`src/rtl/pwm_decoder.sv`:
```
// Servo PWM pulse decoder: measures each high pulse on a servo line and
// classifies it as stop / reverse / forward / invalid, with stuck-high and
// missing-frame detection.
module pwm_decoder #(
  parameter int unsigned WIDTH_W   = 21,
  parameter int unsigned TMO_W     = 22,
  parameter int unsigned REV_MIN   = 90_000,
  parameter int unsigned REV_MAX   = 110_000,
  parameter int unsigned STOP_MIN  = 145_000,
  parameter int unsigned STOP_MAX  = 155_000,
  parameter int unsigned FWD_MIN   = 190_000,
  parameter int unsigned FWD_MAX   = 210_000,
  parameter int unsigned PULSE_MAX = 250_000,
  parameter int unsigned TIMEOUT   = 2_400_000
) (
  input  logic               clk,
  input  logic               reset,
  input  logic               pwm_in,
  output logic [WIDTH_W-1:0] pulse_width,
  output logic [1:0]         cmd,
  output logic               valid,
  output logic               timeout,
  output logic               error
);

  localparam logic [1:0] CMD_STOP = 2'b00;
  localparam logic [1:0] CMD_REV  = 2'b01;
  localparam logic [1:0] CMD_FWD  = 2'b10;
  localparam logic [1:0] CMD_INV  = 2'b11;

  localparam logic [WIDTH_W-1:0] PMAX = WIDTH_W'(PULSE_MAX);
  localparam logic [TMO_W-1:0]   TMO  = TMO_W'(TIMEOUT);

  typedef enum logic [1:0] {
    WAIT_LOW,
    WAIT_RISE,
    HIGH
  } state_t;

  state_t             state;
  logic [1:0]         sync;
  logic               s;
  logic               s_d;
  logic               rise_p;
  logic               fall_p;
  logic [WIDTH_W-1:0] hi_cnt;
  logic [TMO_W-1:0]   frame;
  logic [TMO_W-1:0]   frame_nxt;
  logic [1:0]         cls;

  // Map a measured width onto its command class.
  function automatic logic [1:0] classify(input logic [WIDTH_W-1:0] w);
    logic [1:0] c;
    c = CMD_INV;
    if (w >= WIDTH_W'(REV_MIN) && w <= WIDTH_W'(REV_MAX))
      c = CMD_REV;
    else if (w >= WIDTH_W'(STOP_MIN) && w <= WIDTH_W'(STOP_MAX))
      c = CMD_STOP;
    else if (w >= WIDTH_W'(FWD_MIN) && w <= WIDTH_W'(FWD_MAX))
      c = CMD_FWD;
    return c;
  endfunction

  assign s = sync[1];

  // Synchronizer and registered edge strobes. The chain resets high so a line
  // that is high when reset releases is not mistaken for a fresh rising edge.
  always_ff @(posedge clk or negedge reset) begin
    if (!reset) begin
      sync   <= 2'b11;
      s_d    <= 1'b1;
      rise_p <= 1'b0;
      fall_p <= 1'b0;
    end else begin
      sync   <= {sync[0], pwm_in};
      s_d    <= s;
      rise_p <= s & ~s_d;
      fall_p <= ~s & s_d;
    end
  end

  // Classification of the running count, used at the falling edge.
  always_comb begin
    cls = classify(hi_cnt);
  end

  // Pulse measurement FSM with registered results.
  always_ff @(posedge clk or negedge reset) begin
    if (!reset) begin
      state       <= WAIT_LOW;
      hi_cnt      <= '0;
      pulse_width <= '0;
      cmd         <= CMD_STOP;
      valid       <= 1'b0;
      error       <= 1'b0;
    end else begin
      valid <= 1'b0;
      case (state)
        WAIT_LOW: begin
          if (!s_d) state <= WAIT_RISE;
        end
        WAIT_RISE: begin
          if (rise_p) begin
            hi_cnt <= WIDTH_W'(1);
            state  <= HIGH;
          end
        end
        HIGH: begin
          if (hi_cnt >= PMAX) begin
            error  <= 1'b1;
            hi_cnt <= '0;
            state  <= WAIT_LOW;
          end else if (fall_p) begin
            pulse_width <= hi_cnt;
            cmd         <= cls;
            valid       <= 1'b1;
            if (cls != CMD_INV) error <= 1'b0;
            state       <= WAIT_RISE;
          end else if (s_d) begin
            hi_cnt <= hi_cnt + WIDTH_W'(1);
          end
        end
        default: state <= WAIT_LOW;
      endcase
    end
  end

  // Frame counter: cleared by a rising edge, otherwise saturating at TIMEOUT.
  always_comb begin
    frame_nxt = frame;
    if (rise_p)
      frame_nxt = '0;
    else if (frame >= TMO)
      frame_nxt = TMO;
    else
      frame_nxt = frame + TMO_W'(1);
  end

  // Frame counter register and timeout level.
  always_ff @(posedge clk or negedge reset) begin
    if (!reset) begin
      frame   <= '0;
      timeout <= 1'b0;
    end else begin
      frame   <= frame_nxt;
      timeout <= (frame_nxt == TMO);
    end
  end

endmodule

```
`config.mk`:
```
export PLATFORM = sky130hd
export DESIGN_NAME = pwm_decoder
export DESIGN_NICKNAME = d
export VERILOG_FILES = /design/src/rtl/pwm_decoder.sv
export SDC_FILE = /design/constraint.sdc
export NUM_CORES = 1
export LEC_CHECK = 0
export ABC_AREA = 0
export ABC_CLOCK_PERIOD_IN_PS = 2450
export BUFFER_PORTS_ARGS = -buffer_cell sky130_fd_sc_hd__buf_2
export CAP_MARGIN = 0
export CORE_MARGIN = 8
export CORE_UTILIZATION = 53
export DETAILED_ROUTE_END_ITERATION = 8
export GPL_ROUTABILITY_DRIVEN = 0
export GPL_TIMING_DRIVEN = 0
export PLACE_DENSITY = 0.73
export SYNTH_ARGS = -nofsm -noshare
export SYNTH_HDL_FRONTEND = slang
export SYNTH_SLANG_ARGS = --single-unit
```
`constraint.sdc`:
```
create_clock -name clk -period 2.45 [get_ports clk]
set_input_delay 0.49 -clock clk [delete_from_list [all_inputs] [get_ports clk]]
set_output_delay 0.49 -clock clk [all_outputs]
set_load 0.02 [all_outputs]
```
==> results of run 1 <==
[layer usage]
layer | vias to the layer above | wire length, um | GRT usage (%)
li1 | 1589 | - | -
met1 | 1617 | 4370 | 23.7
met2 | 90 | 4120 | 26.1
met3 | 22 | 462 | 3.90
met4 | 0 | 209 | 8.17
met5 | - | 0 | 0
[cell families (layout without fill, tap and decap cells)]
logic type	Yosys count	count (layout)	share of synthesized area [%]
flip-flops	76	76	46.3
AO/OA/AOI/OAI	89	89	14.0
adder cells (fa/ha/maj)	4	4	1.22
multiplexers	15	15	5.30
XOR/XNOR	25	25	5.33
AND/OR/NAND/NOR	170	170	22.5
buffers and inverters	42	89	5.33
[what timing repair did]
item / CTS / global route
setup buffers: 0 / 2
endpoints found under the setup margin: 0 / 21
resized for setup: 0 / 4
[stage by stage]
stage / utilization (%) / setup WS (ns)
floorplan: - / 0.365
CTS: 60.5 / 0.0477
finish: 60.8 / 0.130
detailed placement: 58.0 / 0.0809
global route: 60.8 / 0.00398
global placement: 57.6 / 0.0843
[placed cells by master, fill, tap and decap left out, types with 3 or more instances in the layout]
master / netlist / routed
buf_4: 5 / 8
nor3_1: 12 / 12
a21oi_1: 26 / 26
xnor2_1: 18 / 18
inv_1: 14 / 14
mux2_4: 13 / 13
ha_1: 4 / 4
or3_1: 4 / 4
o21ai_1: 8 / 8
clkbuf_8: 0 / 10
a211o_1: 4 / 4
nand2b_1: 4 / 4
nand4_1: 9 / 9
nor2b_1: 6 / 6
nor4_1: 7 / 7
xor2_1: 7 / 7
buf_6: 4 / 4
nor2_1: 32 / 32
nand2_1: 39 / 39
and2_1: 9 / 9
dfstp_2: 3 / 3
or4_1: 7 / 7
a211oi_1: 5 / 5
nand3_1: 16 / 16
o31ai_1: 10 / 10
buf_2: 9 / 36
a31oi_1: 5 / 5
clkbuf_1: 9 / 10
and3_1: 5 / 5
dfrtp_1: 73 / 73
o21ai_0: 10 / 10
[flip-flops by register name (all words and copies together), names as in the netlist]
signal and flops:
valid 1, cmd 2, sync 2, state 2
rise_p 1, fall_p 1, timeout 1, frame 22
error 1, pulse_width 21, hi_cnt 21, s_d 1
[Yosys cell counts, drive strengths merged, types with 4 or more instances]
master | number | area, sq um
dfrtp | 73 | 1830
nand2 | 39 | 146
nor2 | 32 | 120
a21oi | 26 | 130
o21ai | 19 | 98.9
buf | 18 | 128
xnor2 | 18 | 158
nand3 | 16 | 80.1
mux2 | 15 | 218
inv | 14 | 52.6
nor3 | 13 | 70.1
clkbuf | 10 | 38.8
nand4 | 10 | 77.6
o31ai | 10 | 75.1
and2 | 9 | 56.3
nor4 | 8 | 56.3
or4 | 7 | 52.6
xor2 | 7 | 61.3
nor2b | 6 | 37.5
a211oi | 5 | 37.5
a31oi | 5 | 31.3
and3 | 5 | 31.3
or3 | 5 | 36.3
a211o | 4 | 35.0
ha | 4 | 50.1
nand2b | 4 | 25.0
or2 | 4 | 25.0
[worst max-delay path, cell delays in order, from the launching register on]
cell     delay [ns]
dfrtp_1        0.38
buf_6          0.14
or4_1          0.49
o21ai_1        0.19
a211o_1        0.16
buf_6          0.15
nand4_4        0.15
buf_4          0.25
mux2_4         0.30
[power groups by stage]
stage	registers [W]	logic (W)	clock network [W]
6_report	0.00142	0.000406	0.000954
5_1_grt	0.00144	0.000457	0.00102
3_5_place_dp	0.00145	0.000409	0
3_3_place_gp	0.00144	0.000392	0
4_1_cts	0.00142	0.000412	0.000972
2_1_floorplan	0.00147	0.000234	0
[worst min path at each step]
| stage | start | to | slack, ns | depth (start not counted) |
|---|---|---|---|---|
| 2_1_floorplan | reset | cmd[0] | 0.19 | 0 |
| 3_3_place_gp | sync[0] | sync[1] | 0.35 | 0 |
| 3_5_place_dp | sync[0] | sync[1] | 0.35 | 0 |
| 4_1_cts | reset | frame[5] | 0.03 | 1 |
| 5_1_grt | reset | frame[5] | 0.04 | 1 |
| 6_report | reset | frame[5] | 0.01 | 1 |
[layout make-up]
class                      count  area, sq um  area share, %
sequential                    76         1910           41.2
clock buffer                  12          145           3.14
timing repair buffer          31          185           4.00
multi-input combinational    303         1990           43.1
buffer                        28          168           3.62
inverter                      14         52.6           1.14
clock inverter                 4         50.0           1.08
tap                          102          128           2.76
==> results.py, run 1 <==
metrics = {
    "final_layout": {
        "n_antenna_cell": 0,
        "fin_cells": 570,
        "fin_nets": 470,
        "final_cell_area_sq_um": 4630,
        "syn_to_final_growth_pct": 12.6,
        "drive_above_1_share_pct": 20.1,
        "fillers": 662,
    },
    "grt": {
        "track_usage_pct": 17.5,
        "overflow": 0,
        "first_global_vias": 3230,
        "antenna_found_initial": 0,
        "grt_max_degree": 52,
        "grt_pass1_wl_um": 15800,
    },
    "placed_design": {
        "dp_hpwl_um": 6670,
        "port_buffers": 28,
        "place_area_sq_um": 4410,
        "dp_cells": 552,
    },
    "pwr": {
        "pwr-share-seq_pct": 51.2,
        "p_leak_nw": 2.07,
        "pwr-share-comb_pct": 14.6,
        "p_int_w": 0.00198,
        "peakVddDrop_mv": 0.349,
        "clockPowerShare_pct": 34.3,
        "p_switching_w": 0.000799,
        "p_per_area_nw_per_um2": 601,
        "p_total_w": 0.00278,
        "swShare_pct": 28.7,
    },
    "routing": {
        "route.detailed.drc": 0,
        "dr.pass1.iters": 4,
        "vias": 3318,
        "ant_nets": 0,
        "drtIter0Drc": 271,
        "routed_wl_um": 9160,
        "detail_route.wl_per_cell_um": 16.1,
        "via_per_inst": 5.82,
    },
    "synth": {
        "ys_types": 62,
        "ys.warnings.count": 0,
        "synth_seq_area_share_pct": 46.3,
        "ys_ff_latch": 76,
        "synth_area_sq_um": 4110,
        "synth_ff_type": "dfrtp_1",
        "syn_inst": 421,
        "syn_avg_cell_area_sq_um": 9.77,
        "synth.net_count": 428,
        "synth_edf_count": 0,
        "synthArstFlopShare_pct": 100,
    },
    "floorplan": {
        "die_w_um": 104,
        "ios": 29,
        "die-area_sq_um": 10800,
        "core_area_sq_um": 7610,
        "start_util_pct": 54.0,
        "num_rows": 32,
        "die_height_um": 104,
    },
    "clock_network": {
        "hold_buffers": 0,
        "cts_sinks": 76,
        "cts_tree": "done",
        "clk_path_buf_depth": 2,
        "insertion_delay_ns": 0.37,
        "clk_pin_slew_ns": 0.09,
        "root_buffer": "clkbuf_8",
        "cts_made_buffers": 9,
        "htreeDepth": 3,
    },
    "outcome": {
        "status": "complete, no violations",
    },
    "timing": {
        "hold_viol_final": 0,
        "fmax_mhz": 431,
        "rsz0062_at_grt": "false",
        "fin_setup_tns_ns": 0,
        "finalCritPeriodShare_pct": 94.7,
        "relSlewSlack_pct": 56.5,
        "setup_viol": 0,
        "finalMaxSlewViolations": 0,
        "worstMarginPinSlew_ns": 0.648,
        "skew_ns": 0.0189,
        "layout_min_cycle_time_ns": 2.32,
        "holdWs_ns": 0.0141,
    },
    "worst_setup_path": {
        "critical_path_required_ns": 2.69,
        "path_class": "reg -> reg",
        "cp_data_arrival_time_ns": 2.56,
        "reg2reg_depth": 8,
        "critPathLaunchType": "flop",
        "end_kind": "flop",
        "crit_end": "pulse_width[16]",
        "r2r-end": "pulse_width[16]",
        "startpoint": "hi_cnt[10]",
        "r2r_slack_ns": 0.13,
        "crit_fanout": 10,
        "reg2reg_from": "hi_cnt[10]",
    },
    "job": {
        "drv_cap": 0,
    },
    "min_path": {
        "hold_path.class": "in -> async",
    },
}
Power figures use the tool's default switching activity.
==> run 2: changes to the inputs <==
CELL_PAD_IN_SITES_DETAIL_PLACEMENT = 1   (was default)
CELL_PAD_IN_SITES_GLOBAL_PLACEMENT = 1   (was default)
CORE_UTILIZATION = 47   (was 53)
PLACE_DENSITY = 0.81   (was 0.73)
==> run 2 against run 1 <==
  * Worst hold slack better by 0.053 ns
  * Via count is 4.4% higher
  * Worst setup slack worse by 0.063 ns
  * Utilization is 6.6 points lower
  * Sequential share of layout area is 0.26 points lower
  * Critical path depth stayed put
  * Maximum frequency is 2.6% lower
  * Wire length is 26% higher
  * Combinational power is 6.2% higher
  * Sequential power hardly changed
  * Critical endpoint is now pulse_width[17]
==> results.py, run 2 (synthesized netlist as in run 1, its figures left out) <==
metrics = {
    "pwr": {
        "peakVddDrop_mv": 0.324,
        "p_leak_nw": 2.08,
        "p_per_area_nw_per_um2": 609,
    },
    "floorplan": {
        "die_height_um": 110,
        "start_util_pct": 47.8,
        "num_rows": 34,
        "die-area_sq_um": 12000,
        "core_area_sq_um": 8590,
        "die_w_um": 110,
        "ios": 29,
    },
    "clock_network": {
        "htreeDepth": 3,
        "hold_buffers": 0,
        "root_buffer": "clkbuf_8",
        "cts_made_buffers": 9,
        "clk_path_buf_depth": 2,
        "cts_sinks": 76,
        "cts_tree": "done",
        "clk_pin_slew_ns": 0.09,
        "insertion_delay_ns": 0.37,
    },
    "grt": {
        "track_usage_pct": 20.7,
        "first_global_vias": 3625,
        "overflow": 0,
        "grt_max_degree": 41,
        "antenna_found_initial": 0,
        "grtUsageMet3_pct": 3.46,
        "grt-busiest-layer": "met2",
        "use_met1_pct": 25.9,
        "use_met2_pct": 34.8,
        "grt_pass1_wl_um": 19300,
    },
    "timing": {
        "layout_min_cycle_time_ns": 2.38,
        "skew_ns": 0.0120,
        "worstMarginPinSlew_ns": 0.676,
        "setup_viol": 0,
        "fin_ws_ns": 0.0670,
        "hold_viol_final": 0,
        "fmax_mhz": 420,
        "fin_setup_tns_ns": 0,
        "finalCritPeriodShare_pct": 97.3,
        "finalMaxSlewViolations": 0,
        "relSlewSlack_pct": 54.6,
    },
    "worst_setup_path": {
        "crit_path_top_delay_cell": "or4_1",
        "crit_chain": "buf_6, or4_1, o21ai_1, a211o_1, buf_6, nand4_4, buf_4, mux2_4",
        "critical_path_required_ns": 2.70,
        "cpMostUsedCell": "buf_6",
        "path_class": "reg -> reg",
        "cp_top_family": "simple AND/OR/NAND/NOR gates",
        "cp_data_arrival_time_ns": 2.64,
        "critPathLaunchType": "flop",
        "crit_fanout": 10,
        "critPathBufInv": 3,
        "end_kind": "flop",
        "crit_path_max_incr_delay_ns": 0.51,
    },
    "routing": {
        "vias": 3463,
        "drtIter0Drc": 214,
        "via_per_inst": 6.02,
        "dr.pass1.iters": 4,
        "detail_route.wl_per_cell_um": 20.1,
        "route.detailed.drc": 0,
        "ant_nets": 0,
        "routed_wl_um": 11600,
    },
    "placed_design": {
        "port_buffers": 28,
        "dp_cells": 558,
        "dp_slack_ns": -0.193,
        "dp_hpwl_um": 8110,
    },
    "job": {
        "drv_cap": 0,
    },
    "final_layout": {
        "final_util_pct": 54.2,
        "largest_register_ffs": 22,
        "fin_cells": 575,
        "reg_top3": "frame x22, hi_cnt x21, pulse_width x21",
        "n_antenna_cell": 0,
        "syn_to_final_growth_pct": 13.4,
        "final_common_cell": "dfrtp_1",
        "final_cell_mix": "72 x dfrtp_1, 39 x nand2_1, 36 x buf_2",
        "fin_nets": 469,
        "top_register": "frame",
        "drive_above_1_share_pct": 20.8,
    },
    "outcome": {
        "status": "complete, no violations",
    },
    "min_path": {
        "hold_path.class": "in -> async",
    },
}
run 2: through the flow:
step                      hold WS [ns]  cell area, sq um  power, W
after global placement           0.348              4390   0.00185
after CTS                       0.0858              4620   0.00286
after global routing            0.0979              4660   0.00298
final                           0.0670              4660   0.00284
after floorplan                  0.194              4110   0.00171
after detailed placement         0.354              4410   0.00188
run 2: layout make-up:
type                       count  area [sq um]
buffer                        28           168
clock buffer                  11           131
clock inverter                 5          61.3
fill                        1003          3930
inverter                      14          52.6
multi-input combinational    303          2040
sequential                    76          1910
tap                          108           135
timing repair buffer          30           170
run 2: power by group:
part	internal, W	switching [W]
Sequential	0.00134	0.0000851
Combinational	0.000149	0.000282
Clock	0.000475	0.000508
Total	0.00196	0.000875
run 2: path summary, 6_finish.rpt:
path | endpoint | start | cells past startpoint | slack, ns
hold reg to reg | sync[1] | sync[0] | 0 | 0.36
setup / recovery | pulse_width[17] | hi_cnt[10] | 8 | 0.07
setup reg to reg | pulse_width[17] | hi_cnt[10] | 8 | 0.07
hold / removal | frame[6] | reset | 1 | 0.07
min in group clk | sync[0] | pwm_in | 1 | 0.22
max in group asynchronous | sync[0] | reset | 2 | 1.72
run 2: routing by layer:
layer  vias up  share of wire, %
met3        20               3.8
met2        81                52
met1      1774                42
li1       1588                 -
met4         0               2.2
met5         -                 0
run 2: repair_timing:
item | CTS | global route
endpoints found under the hold margin | 0 | 0
setup endpoints to repair | 15 | 11
pin swaps | 1 | 0
resized for setup | 2 | 9
gates cloned | 0 | 0
buffers inserted | 1 | 0
==> run 3: changes to the inputs <==
CELL_PAD_IN_SITES_DETAIL_PLACEMENT = 0   (was 1)
RECOVER_POWER = 100   (was default)
==> run 3 against run 2 <==
  * The flow now finishes with violations (capacitance limit, slew limit)
  * Sequential share of layout area grew 0.96 points
  * Clock power is 2% lower
  * Maximum frequency up 2.0%
  * Via count shrank 5.3%
  * Die area stayed put
  * Sequential cell count did not move
  * Worst hold slack better by 0.17 ns
  * Highest routed layer unchanged
==> results.py, run 3 (synthesized netlist as in run 1, its figures left out) <==
metrics = {
    "clock_network": {
        "cts_tree": "done",
        "insertion_delay_ns": 0.35,
        "clk_pin_slew_ns": 0.08,
        "hold_buffers": 0,
        "clk_path_buf_depth": 2,
        "cts_sinks": 76,
        "htreeDepth": 3,
        "cts_made_buffers": 9,
        "root_buffer": "clkbuf_8",
    },
    "routing": {
        "drtIter0Drc": 231,
        "routed_wl_um": 9800,
        "detail_route.wl_per_cell_um": 17.0,
        "via_per_inst": 5.69,
        "ant_nets": 0,
        "dr.pass1.iters": 4,
        "route.detailed.drc": 0,
        "vias": 3280,
    },
    "worst_setup_path": {
        "crit_path_max_incr_delay_ns": 0.49,
        "end_kind": "flop",
        "cp_top_family": "compound AO/OA/AOI/OAI gates",
        "critical_path_required_ns": 2.69,
        "critPathLaunchType": "flop",
        "crit_fanout": 10,
        "cp_data_arrival_time_ns": 2.58,
        "cpMostUsedCell": "buf_6",
        "crit_path_top_delay_cell": "or4_1",
        "crit_chain": "buf_6, or4_1, o21ai_1, a211o_1, buf_6, a21o_2, buf_4, nor3_1, o21a_1",
        "critPathBufInv": 3,
        "path_class": "reg -> reg",
    },
    "grt": {
        "antenna_found_initial": 0,
        "grt_pass1_wl_um": 16300,
        "grt_max_degree": 41,
        "track_usage_pct": 17.3,
        "overflow": 0,
        "first_global_vias": 3161,
    },
    "job": {
        "drv_cap": 1,
    },
    "timing": {
        "finalCritPeriodShare_pct": 95.4,
        "fin_ws_ns": 0.113,
        "relSlewSlack_pct": -35.0,
        "finalMaxSlewViolations": 37,
        "setup_viol": 0,
        "worstMarginPinSlew_ns": 2.02,
        "hold_viol_final": 0,
        "layout_min_cycle_time_ns": 2.34,
        "fin_setup_tns_ns": 0,
        "fmax_mhz": 428,
        "skew_ns": 0.00743,
    },
    "floorplan": {
        "die_w_um": 110,
        "num_rows": 34,
        "start_util_pct": 47.8,
        "die-area_sq_um": 12000,
        "die_height_um": 110,
        "core_area_sq_um": 8590,
        "ios": 29,
    },
    "final_layout": {
        "largest_register_ffs": 22,
        "syn_to_final_growth_pct": 10.8,
        "top_register": "frame",
        "final_cell_mix": "72 x dfrtp_1, 39 x nand2_1, 38 x clkbuf_1",
        "n_antenna_cell": 0,
        "reg_top3": "frame x22, hi_cnt x21, pulse_width x21",
        "drive_above_1_share_pct": 11.5,
        "fin_nets": 470,
        "final_util_pct": 53.0,
        "final_common_cell": "dfrtp_1",
    },
    "placed_design": {
        "port_buffers": 28,
        "dp_slack_ns": 0.0275,
        "dp_hpwl_um": 7000,
    },
    "pwr": {
        "p_leak_nw": 1.91,
        "peakVddDrop_mv": 0.300,
        "p_total_w": 0.00278,
        "p_per_area_nw_per_um2": 611,
    },
    "outcome": {
        "status": "finished, violations left",
        "failed_checks": "capacitance limit, slew limit",
    },
    "min_path": {
        "hold_path.class": "in -> reg",
    },
}
[run 3: worst register-to-register path: cells and delay by family (launching register included)]
kind,cells,cell delay [ns]
AO/OA/AOI/OAI,4,0.77
buffers and inverters,3,0.50
flip-flops,1,0.38
AND/OR/NAND/NOR,2,0.56
[run 3: routing by layer]
metal	share of wire [%]	up-vias	global-route usage (%)	routed length, um
li1	-	1594	-	-
met5	0	-	0	0
met2	48	72	27.6	4690
met4	1.4	0	7.14	133
met1	46	1606	23.0	4530
met3	4.5	8	2.75	445
[run 3: stage by stage]
| step | hold WS, ns | instance area, sq um | std cells |
|---|---|---|---|
| 3_5_place_dp | 0.350 | 4410 | 558 |
| 3_3_place_gp | 0.348 | 4390 | 557 |
| 2_1_floorplan | 0.194 | 4110 | 421 |
| 4_1_cts | 0.0915 | 4610 | 574 |
| 5_1_grt | 0.221 | 4550 | 576 |
| 6_report | 0.233 | 4550 | 576 |
[run 3: path summary, 6_finish.rpt]
check	startpoint	endpoint	slack [ns]	cells past startpoint
max in group asynchronous	reset	frame[11]	0.58	1
hold / removal	pwm_in	sync[0]	0.23	1
setup reg to reg	hi_cnt[10]	hi_cnt[17]	0.11	9
setup / recovery	hi_cnt[10]	hi_cnt[17]	0.11	9
hold reg to reg	sync[0]	sync[1]	0.36	0
min in group asynchronous	reset	frame[5]	0.70	1
[run 3: power by group]
part	switching, W	internal (W)
Clock	0.000491	0.000475
Combinational	0.000265	0.000130
Sequential	0.0000824	0.00134
Total	0.000839	0.00195
[run 3: layout make-up]
class	instances	area, sq um
clock buffer	11	131
multi-input combinational	303	1970
tap	108	135
sequential	76	1910
timing repair buffer	31	138
inverter	14	52.6
buffer	28	163
fill	812	4040
clock inverter	5	61.3
[run 3: repair_timing]
| item | 4_1_cts | 5_1_grt |
|---|---|---|
| resized for setup | 1 | 7 |
| pin swaps | 0 | 1 |
| endpoints found under the setup margin | 1 | 12 |
| buffers inserted | 0 | 2 |
